[config.mk]
export PLATFORM = sky130hd
export DESIGN_NAME = uart_debug_tx_flat
export DESIGN_NICKNAME = d
export VERILOG_FILES = /design/src/rtl/uart_debug_tx_if.sv /design/src/rtl/uart_debug_tx.sv /design/src/flat_wrapper.sv
export SDC_FILE = /design/constraint.sdc
export NUM_CORES = 1
export LEC_CHECK = 0
export ABC_AREA = 1
export ABC_CLOCK_PERIOD_IN_PS = 2260
export CORE_UTILIZATION = 50
export CTS_BUF_LIST = sky130_fd_sc_hd__clkbuf_2
export DETAILED_ROUTE_END_ITERATION = 6
export HOLD_SLACK_MARGIN = 0.08
export PLACE_DENSITY_LB_ADDON = 0.25
export SLEW_MARGIN = 0
export SYNTH_ARGS = -nofsm -noshare
export SYNTH_HDL_FRONTEND = slang
export SYNTH_SLANG_ARGS = --single-unit
[constraint.sdc]
create_clock -name sysclk -period 2.26 [get_ports sysclk]
set_clock_uncertainty 0.05 [all_clocks]
set_input_delay 0.452 -clock sysclk [delete_from_list [all_inputs] [get_ports sysclk]]
set_output_delay 0.452 -clock sysclk [all_outputs]
set_load 0.02 [all_outputs]
[src/rtl/uart_debug_tx_if.sv]
// uart_debug_tx_if: write-side bus of the debug UART transmitter.
// The master pushes bytes and pulses clr_ovf. The slave (the transmitter)
// reports the FIFO status flags and the FIFO occupancy.
interface uart_debug_tx_if #(
   parameter int CNT_W = 5
);
   logic             wr_en;
   logic [7:0]       wr_data;
   logic             clr_ovf;
   logic             full;
   logic             empty;
   logic             overflow;
   logic [CNT_W-1:0] fifo_count;

   modport master (
      output wr_en, wr_data, clr_ovf,
      input  full, empty, overflow, fifo_count
   );

   modport slave (
      input  wr_en, wr_data, clr_ovf,
      output full, empty, overflow, fifo_count
   );
endinterface

[src/rtl/uart_debug_tx.sv]
// uart_debug_tx: 8N1 UART transmitter for the board TxD pin, fed by a byte FIFO.
// Internal logic pushes debug bytes through the uart_debug_tx_if write bus.
// Each frame is 1 start bit, 8 data bits sent LSB first, and 1 stop bit,
// with CLK_DIV sysclk cycles per bit.
// Optional feature: define UART_TX_FLOW_CTRL_EN to gate new frames on cts_n.
// cts_n passes through a 2-flop synchronizer. The gate is checked only at a
// frame boundary, so a frame already on the line always completes.
// A pop is committed to the FIFO pointers one edge after the FSM takes the
// head byte. Because of this, fifo_count drops on the edge after START entry.
module uart_debug_tx #(
   parameter int CLK_DIV    = 427,
   parameter int FIFO_DEPTH = 16,
   parameter int CNT_W      = 5
) (
   input  logic             sysclk,
   input  logic             reset,
   uart_debug_tx_if.slave   bus,
   input  logic             cts_n,
   output logic             txd,
   output logic             busy
);

   localparam int PTR_W = $clog2(FIFO_DEPTH);
   localparam int BIT_W = $clog2(CLK_DIV);
   localparam logic [BIT_W-1:0] BIT_LAST = BIT_W'(CLK_DIV - 1);
   localparam logic [BIT_W-1:0] BIT_ONE  = BIT_W'(1);
   localparam logic [CNT_W-1:0] CNT_FULL = CNT_W'(FIFO_DEPTH);
   localparam logic [CNT_W-1:0] CNT_ONE  = CNT_W'(1);
   localparam logic [PTR_W-1:0] PTR_ONE  = PTR_W'(1);

   typedef enum logic [1:0] {
      IDLE  = 2'd0,
      START = 2'd1,
      DATA  = 2'd2,
      STOP  = 2'd3
   } state_t;

   logic [7:0]       mem [FIFO_DEPTH];
   logic [PTR_W-1:0] wr_ptr;
   logic [PTR_W-1:0] rd_ptr;
   logic [CNT_W-1:0] count;
   logic [CNT_W-1:0] count_next;
   logic             full_flag;
   logic             empty_flag;
   logic             ovf_flag;
   logic             pop_pending;
   logic             push;
   logic             pop;
   logic             can_start;

   state_t           state;
   state_t           next_state;
   logic [BIT_W-1:0] bit_cnt;
   logic [BIT_W-1:0] next_bit_cnt;
   logic [2:0]       bit_idx;
   logic [2:0]       next_bit_idx;
   logic [7:0]       shift;
   logic [7:0]       next_shift;
   logic             next_txd;

   // A write is accepted against the registered full flag only.
   assign push = bus.wr_en & ~full_flag;

   assign bus.full       = full_flag;
   assign bus.empty      = empty_flag;
   assign bus.overflow   = ovf_flag;
   assign bus.fifo_count = count;

`ifdef UART_TX_FLOW_CTRL_EN
   logic cts_meta;
   logic cts_sync;

   // Two-flop synchronizer for the host clear-to-send. It resets to "not clear".
   always_ff @(posedge sysclk or negedge reset) begin
      if (!reset) begin
         cts_meta <= 1'b1;
         cts_sync <= 1'b1;
      end else begin
         cts_meta <= cts_n;
         cts_sync <= cts_meta;
      end
   end

   assign can_start = ~cts_sync;
`else
   logic unused_cts;
   assign unused_cts = cts_n;
   assign can_start  = 1'b1;
`endif

   // FIFO storage. Contents are not reset; only the pointers matter.
   always_ff @(posedge sysclk) begin
      if (push) begin
         mem[wr_ptr] <= bus.wr_data;
      end else begin
         mem[wr_ptr] <= mem[wr_ptr];
      end
   end

   // Next occupancy. A push and a committed pop in the same cycle cancel out.
   always_comb begin
      count_next = count;
      case ({push, pop_pending})
         2'b10:   count_next = count + CNT_ONE;
         2'b01:   count_next = count - CNT_ONE;
         default: count_next = count;
      endcase
   end

   // FIFO pointers, occupancy and the registered full/empty flags.
   always_ff @(posedge sysclk or negedge reset) begin
      if (!reset) begin
         wr_ptr      <= {PTR_W{1'b0}};
         rd_ptr      <= {PTR_W{1'b0}};
         count       <= {CNT_W{1'b0}};
         full_flag   <= 1'b0;
         empty_flag  <= 1'b1;
         pop_pending <= 1'b0;
      end else begin
         if (push) begin
            wr_ptr <= wr_ptr + PTR_ONE;
         end
         if (pop_pending) begin
            rd_ptr <= rd_ptr + PTR_ONE;
         end
         count       <= count_next;
         full_flag   <= (count_next == CNT_FULL);
         empty_flag  <= (count_next == {CNT_W{1'b0}});
         pop_pending <= pop;
      end
   end

   // Sticky overflow. A dropped write takes priority over a clear in the same cycle.
   always_ff @(posedge sysclk or negedge reset) begin
      if (!reset) begin
         ovf_flag <= 1'b0;
      end else if (bus.wr_en && full_flag) begin
         ovf_flag <= 1'b1;
      end else if (bus.clr_ovf) begin
         ovf_flag <= 1'b0;
      end else begin
         ovf_flag <= ovf_flag;
      end
   end

   // Frame sequencer: next state, bit timing, and the line level for the next cycle.
   always_comb begin
      next_state   = state;
      next_bit_cnt = bit_cnt;
      next_bit_idx = bit_idx;
      next_shift   = shift;
      next_txd     = 1'b1;
      pop          = 1'b0;
      case (state)
         IDLE: begin
            next_bit_cnt = {BIT_W{1'b0}};
            next_bit_idx = 3'd0;
            if (!empty_flag && can_start) begin
               pop        = 1'b1;
               next_state = START;
               next_shift = mem[rd_ptr];
               next_txd   = 1'b0;
            end else begin
               next_txd = 1'b1;
            end
         end
         START: begin
            if (bit_cnt == BIT_LAST) begin
               next_state   = DATA;
               next_bit_cnt = {BIT_W{1'b0}};
               next_bit_idx = 3'd0;
               next_txd     = shift[0];
            end else begin
               next_bit_cnt = bit_cnt + BIT_ONE;
               next_txd     = 1'b0;
            end
         end
         DATA: begin
            if (bit_cnt == BIT_LAST) begin
               next_bit_cnt = {BIT_W{1'b0}};
               if (bit_idx == 3'd7) begin
                  next_state = STOP;
                  next_txd   = 1'b1;
               end else begin
                  next_bit_idx = bit_idx + 3'd1;
                  next_shift   = {1'b0, shift[7:1]};
                  next_txd     = shift[1];
               end
            end else begin
               next_bit_cnt = bit_cnt + BIT_ONE;
               next_txd     = shift[0];
            end
         end
         STOP: begin
            if (bit_cnt == BIT_LAST) begin
               next_bit_cnt = {BIT_W{1'b0}};
               next_bit_idx = 3'd0;
               if (!empty_flag && can_start) begin
                  pop        = 1'b1;
                  next_state = START;
                  next_shift = mem[rd_ptr];
                  next_txd   = 1'b0;
               end else begin
                  next_state = IDLE;
                  next_txd   = 1'b1;
               end
            end else begin
               next_bit_cnt = bit_cnt + BIT_ONE;
               next_txd     = 1'b1;
            end
         end
         default: begin
            next_state   = IDLE;
            next_bit_cnt = {BIT_W{1'b0}};
            next_bit_idx = 3'd0;
            next_txd     = 1'b1;
         end
      endcase
   end

   // Sequencer registers. txd and busy are registered. Reset returns the line high at once.
   always_ff @(posedge sysclk or negedge reset) begin
      if (!reset) begin
         state   <= IDLE;
         bit_cnt <= {BIT_W{1'b0}};
         bit_idx <= 3'd0;
         shift   <= 8'h00;
         txd     <= 1'b1;
         busy    <= 1'b0;
      end else begin
         state   <= next_state;
         bit_cnt <= next_bit_cnt;
         bit_idx <= next_bit_idx;
         shift   <= next_shift;
         txd     <= next_txd;
         busy    <= (next_state != IDLE);
      end
   end

endmodule
[src/flat_wrapper.sv]
// flat-port wrapper written by rule: the top's interface ports become plain ports
module uart_debug_tx_flat 
#(
   parameter int CLK_DIV    = 427,
   parameter int FIFO_DEPTH = 16,
   parameter int CNT_W      = 5
)
  (sysclk, reset, cts_n, txd, busy, bus_wr_en, bus_wr_data, bus_clr_ovf, bus_full, bus_empty, bus_overflow, bus_fifo_count);
  uart_debug_tx_if #(.CNT_W(CNT_W)) bus_i ();
  input  logic sysclk;
  input  logic reset;
  input  logic cts_n;
  output logic txd;
  output logic busy;
  input wire logic [$bits(bus_i.wr_en)-1:0] bus_wr_en;
  input wire logic [$bits(bus_i.wr_data)-1:0] bus_wr_data;
  input wire logic [$bits(bus_i.clr_ovf)-1:0] bus_clr_ovf;
  output wire logic [$bits(bus_i.full)-1:0] bus_full;
  output wire logic [$bits(bus_i.empty)-1:0] bus_empty;
  output wire logic [$bits(bus_i.overflow)-1:0] bus_overflow;
  output wire logic [$bits(bus_i.fifo_count)-1:0] bus_fifo_count;
  assign bus_i.wr_en = bus_wr_en;
  assign bus_i.wr_data = bus_wr_data;
  assign bus_i.clr_ovf = bus_clr_ovf;
  assign bus_full = bus_i.full;
  assign bus_empty = bus_i.empty;
  assign bus_overflow = bus_i.overflow;
  assign bus_fifo_count = bus_i.fifo_count;
  uart_debug_tx #(.CLK_DIV(CLK_DIV), .FIFO_DEPTH(FIFO_DEPTH), .CNT_W(CNT_W)) u_core (.sysclk(sysclk), .reset(reset), .bus(bus_i), .cts_n(cts_n), .txd(txd), .busy(busy));
endmodule
Yosys cells after proc, flatten, opt, wreduce, memory -nomap -nowiden
Memory sizes are Yosys's and may differ from the RTL's.
Cells that the tools add are included.
- RAM bits: 128
- output and inout bits: 10
- input port bits: 13
- logic and storage cells: 81
- register bits after elaboration: 41
- memories: 1
- memories (memory ; depth ; bits a word ; read ports ; clocked after Yosys merged registers in ; wr ports ; RTL line ; source):
    u_core.mem ; 16 ; 8 ; 1 ; 0 ; 1 ; uart_debug_tx.sv:38 ; logic [7:0] mem [FIFO_DEPTH];
- mux-type cells: 34
- add/sub/neg operators: 6
- bitwise gates (word level): 3
- equality and inequality tests: 13
- reductions and logical operators: 11
- operator list (cell ; count):
    8-bit 2-to-1 mux ; 5
    8-bit case mux with 3 select lines ; 1
    9-bit case mux with 2 select lines ; 1
    1-bit 2-to-1 mux ; 13
    2-bit 2-to-1 mux ; 5
    5-bit case mux with 2 select lines ; 1
    9-bit by 1-bit adder with 9-bit output, second input constant ; 1
    9-bit == test, second input constant ; 1
    3-bit 2-to-1 mux ; 3
    9-bit 2-to-1 mux ; 1
    3-bit case mux with 3 select lines ; 1
    4-bit by 1-bit adder with 4-bit output, second input constant ; 2
    2-bit case mux with 4 select lines ; 1
    2-bit == test, second input constant ; 3
    2-bit by 1-bit != test with 1-bit output, second input constant ; 3
    5-bit by 1-bit adder with 5-bit output, second input constant ; 1
    5-bit == test, second input constant ; 1
    5-bit logical NOT ; 1
    5-bit by 1-bit subtractor with 5-bit output, second input constant ; 1
    2-bit by 1-bit == test with 1-bit output, second input constant ; 2
    1-bit case mux with 4 select lines ; 1
    4-bit AND reduction ; 1
    2-bit nonzero test ; 2
    3-bit by 1-bit adder with 3-bit output, second input constant ; 1
    other kinds (14) ; 14

Longest topological paths before layout
- word-level depth: 5
- mapped depth: 17
- mapped depth without buffers: 17

Least setup slack after synthesis
Ideal clock, no wire load.
- path type: reg-to-reg
- from: reg u_core.full_flag, in the netlist u_core.bus.full
- to: reg u_core.full_flag, in the netlist u_core.bus.full
- required time: 2.139 ns
- period minus slack after synthesis: 2.350 ns
- buffers on the path: 0
- cell stages (with the launch flop): 14
- data arrival time: 2.229 ns
- setup slack: -0.090 ns
- setup time: 0.071 ns
- cell sequence: dfrtp_1 -> nor2_1 -> inv_1 -> ha_1 -> nand2_1 -> inv_1 -> nor2_1 -> ha_1 -> nand2_1 -> nand2_1 -> or2_0 -> nor2_1 -> nand3_1 -> nor2_1
- longest elaborated chain between the ends: 5
- elaborated cells between the ends (all ways): 6
- those cells by class: 3 x eq/ne; 1 x mux; 2 x bitwise
- ends and longest elaborated chain (what ; RTL line ; source):
    start, declared ; uart_debug_tx.sv:43 ; logic full_flag;
    start signal, assigned ; uart_debug_tx.sv:127 ; full_flag <= (count_next == CNT_FULL);
    1-bit NOT (*) ; uart_debug_tx.sv:62 ; assign push = bus.wr_en & ~full_flag;
    1-bit AND (*) ; uart_debug_tx.sv:62 ;
    2-bit by 1-bit == test with 1-bit output or 2-bit == test (tied branches) ; uart_debug_tx.sv:103 ; case ({push, pop_pending})
    5-bit case mux with 2 select lines (*) ; uart_debug_tx.sv:103 ;
    via u_core.count_next[1] ; uart_debug_tx.sv:42 ; logic [CNT_W-1:0] count_next;
    5-bit == test (*) ; uart_debug_tx.sv:127 ;
The timed path passes the listed nets; every way through them passes the cells marked *.
A chain may end at the register's enable or synchronous reset.

Final worst setup path
- from: reg u_core.full_flag, in the netlist u_core.bus.full
- to: out bus_full
- RTL lines (what ; RTL line ; source):
    end, declared ; flat_wrapper.sv:18 ; output wire logic [$bits(bus_i.full)-1:0] bus_full;
No word-level cell between the ends.

==> results.cfg <==
[status]
run_status = finished clean

[die]
ios = 23
row_count = 44
core-area_sq_mm = 0.01459
start_util_pct = 51.53
die_x_microns = 124.6
die_y_microns = 124.6
die_area_sq_mm = 0.01553

[route]
route.detailed.drc = 0
route.antenna.remaining_nets = 0
wl_per_cell_microns = 15.91
firstDrtPassIters = 6
drtIter0Drc = 382
vias = 5224
viasPerCell = 5.229
wl_mm = 15.89

[yosys]
synthMuxAreaShare_pct = 0
syn_inst = 749
synth.most_common_cell = nand2_1
synth_area_leader_cell = edfxtp_1
ys_types = 30
synth_fa_ha_area_share_pct = 2.663
yosysTopAreaCellShare_pct = 51.13
synthTopCellsByArea = edfxtp_1 (51%), dfrtp_1 (13%), nand2_1 (11%)
synth-xor-area-share_pct = 1.049
synth-edff-count = 128
yosysSeqAreaShare_pct = 64.81
ys_top_cells_by_count = nand2_1 (223), edfxtp_1 (128), nor2_1 (85), nand3_1 (77), inv_1 (64)
yosys.area_share.simple_pct = 22.22
yosys_warnings = 0
syn_area_per_cell_sq_um = 10.04
synth-async-reset-ratio_pct = 24.26
synth_top_family_by_area = simple AND/OR/NAND/NOR gates
ys_ff_latch = 169
synthFlopType = edfxtp_1
synth_nets = 778
synth_compound_area_share_pct = 3.978
synth_area_sq_mm = 0.007517

[sta]
setup_violations = 0
rsz0062_at_grt = false
max_slew.worst_pin.slew_ns = 0.7878
finalMaxSlewViolations = 0
period_share_pct = 94.03
maxSlewHeadroom_pct = 47.48
max_freq_mhz = 470.6
fin_tns_setup_ns = 0
finalCriticalPeriod_ns = 2.125
fin_hold_ws_ns = 0.2676
hold_viol = 0

[place]
place_hpwl_mm = 10.20
portBuffers = 21
gp_congestion = 0.8348
place_inst = 962

[run]
cap_violations = 0

[worst_setup_path]
path_class = reg -> out
critical_path_required_ns = 1.76
cp-start-kind = flip-flop
critPathCaptureType = output port
cp.arrival_ns = 1.62
path_max_fanout = 2

[layout]
syn2layout_area_growth_pct = 11.53
final_nets = 830
nFillCells = 1213
drive_above_1_share_pct = 11.18
instances_no_fill = 999

[pwr]
irDropWorstVdd_mv = 0.6306
power.density_mw_per_mm2 = 1148
p_leak_nw = 3.608

[cts]
clk_path_buf_depth = 2
insertion_delay_ns = 0.70
cts_sinks = 169
cts-root-buf = clkbuf_2
htree_levels = 4
cts_tree = done
numCtsBuffers = 17
cts.clk_slew.worst_paths_ns = 0.23

[global_routing]
grt_max_degree = 54
grt_pass1_wl_mm = 26.55
grt_pass1_vias = 5336
antenna_found_initial = 1
grt_overflow = 0
grt_use_total_pct = 22.14

[worst_hold_path]
hold_path_class = in -> reg
-- critical path, stage by stage (launching register included) --
cell	delay [ns]
dfrtp_1	0.47
buf_4	0.15
dlygate4sd2_1	0.31
-- metrics by stage --
step / setup WS [ns] / utilization [%] / power (mW) / cell area, sq um
after floorplan: 0.02127 / - / 6.770 / 7520
after global placement: -0.3536 / 55.57 / 7.902 / 8107
after detailed placement: -0.3884 / 55.57 / 8.043 / 8107
after CTS: 0.02150 / 57.35 / 9.664 / 8367
after global routing: 0.01062 / 57.47 / 10.36 / 8384
final: 0.1348 / 57.47 / 9.626 / 8384
-- routing by layer --
layer | up-vias | part of all wire (%) | global-route usage (%) | routed length, microns
li1 | 2571 | - | - | -
met1 | 2498 | 43 | 27.60 | 6791
met2 | 133 | 51 | 38.58 | 8117
met3 | 22 | 4.4 | 4.424 | 704
met4 | 0 | 1.8 | 7.087 | 280
met5 | - | 0 | 0 | 0
-- cells in the final DEF, fill, tap and decap left out, types with 2 or more instances in the layout --
master / count
nor2_2: 4
nand2_2: 3
o211ai_1: 4
nand3_1: 77
clkbuf_2: 22
nand4_1: 5
edfxtp_1: 128
bufinv_16: 3
inv_2: 6
nand2_4: 2
clkinv_1: 2
nand2_1: 222
inv_1: 64
nor3_1: 3
clkinv_2: 2
clkdlybuf4s50_1: 10
dfstp_2: 2
dlygate4sd2_1: 9
nor2_4: 2
nor2_1: 83
inv_6: 2
dfrtp_1: 38
xnor2_1: 2
a21oi_1: 7
buf_12: 2
ha_1: 16
buf_4: 35
xor2_1: 7
o21ai_0: 42
-- cells by family after synthesis --
group,after synthesis
simple gates,403
flops,169
buf+inv,97
compound gates,55
fa+ha+maj,16
xor+xnor,9
-- flip-flops by register name, indices dropped and copies added, names as in the netlist, 2 cells and up --
| signal | cells |
|---|---|
| u_core.bit_cnt | 9 |
| u_core.wr_ptr | 4 |
| u_core.shift | 8 |
| u_core.bit_idx | 3 |
| u_core.bus.fifo_count | 5 |
| u_core.mem | 128 |
| u_core.rd_ptr | 4 |
| u_core.state | 2 |
-- final cells by class --
type | instances | area [sq um] | area share, %
antenna | 1 | 2.502 | 0.02985
clock buffer | 21 | 105.1 | 1.254
clock inverter | 11 | 148.9 | 1.776
inverter | 71 | 266.5 | 3.179
multi-input combinational | 483 | 2256 | 26.91
sequential | 169 | 4873 | 58.13
tap | 184 | 230.2 | 2.746
timing repair buffer | 59 | 501.7 | 5.984
-- power breakdown --
group	switching [mW]	total, mW	internal (mW)
combinational	2.52	3.81	1.29
clock	1.01	1.66	0.644
sequential	0.310	4.16	3.85
-- timing repair --
item	in CTS	in global routing
buffers inserted	1	2
hold buffers	1	0
setup endpoints to repair	10	3
endpoints found under the hold margin	30	0
cloned	0	0
gates resized for setup	11	3
pin swaps	0	1
-- path summary, 6_finish.rpt --
check | from | slack, ns | to | cells past startpoint
setup / recovery | u_core.bus.full$_DFF_PN0_ | 0.13 | bus_full | 2
hold / removal | bus_clr_ovf | 0.27 | u_core.bus.overflow$_DFFE_PN0P_ | 2
setup reg to reg | u_core.bus.full$_DFF_PN0_ | 0.15 | u_core.bus.empty$_DFF_PN1_ | 12
hold reg to reg | u_core.bit_cnt[0]$_DFF_PN0_ | 0.46 | u_core.bit_cnt[0]$_DFF_PN0_ | 1
max in group asynchronous | reset | 1.24 | u_core.bus.fifo_count[1]$_DFF_PN0_ | 3
min in group asynchronous | reset | 0.29 | u_core.wr_ptr[2]$_DFFE_PN0P_ | 2
No activity file was read; power rests on OpenSTA's default activity.
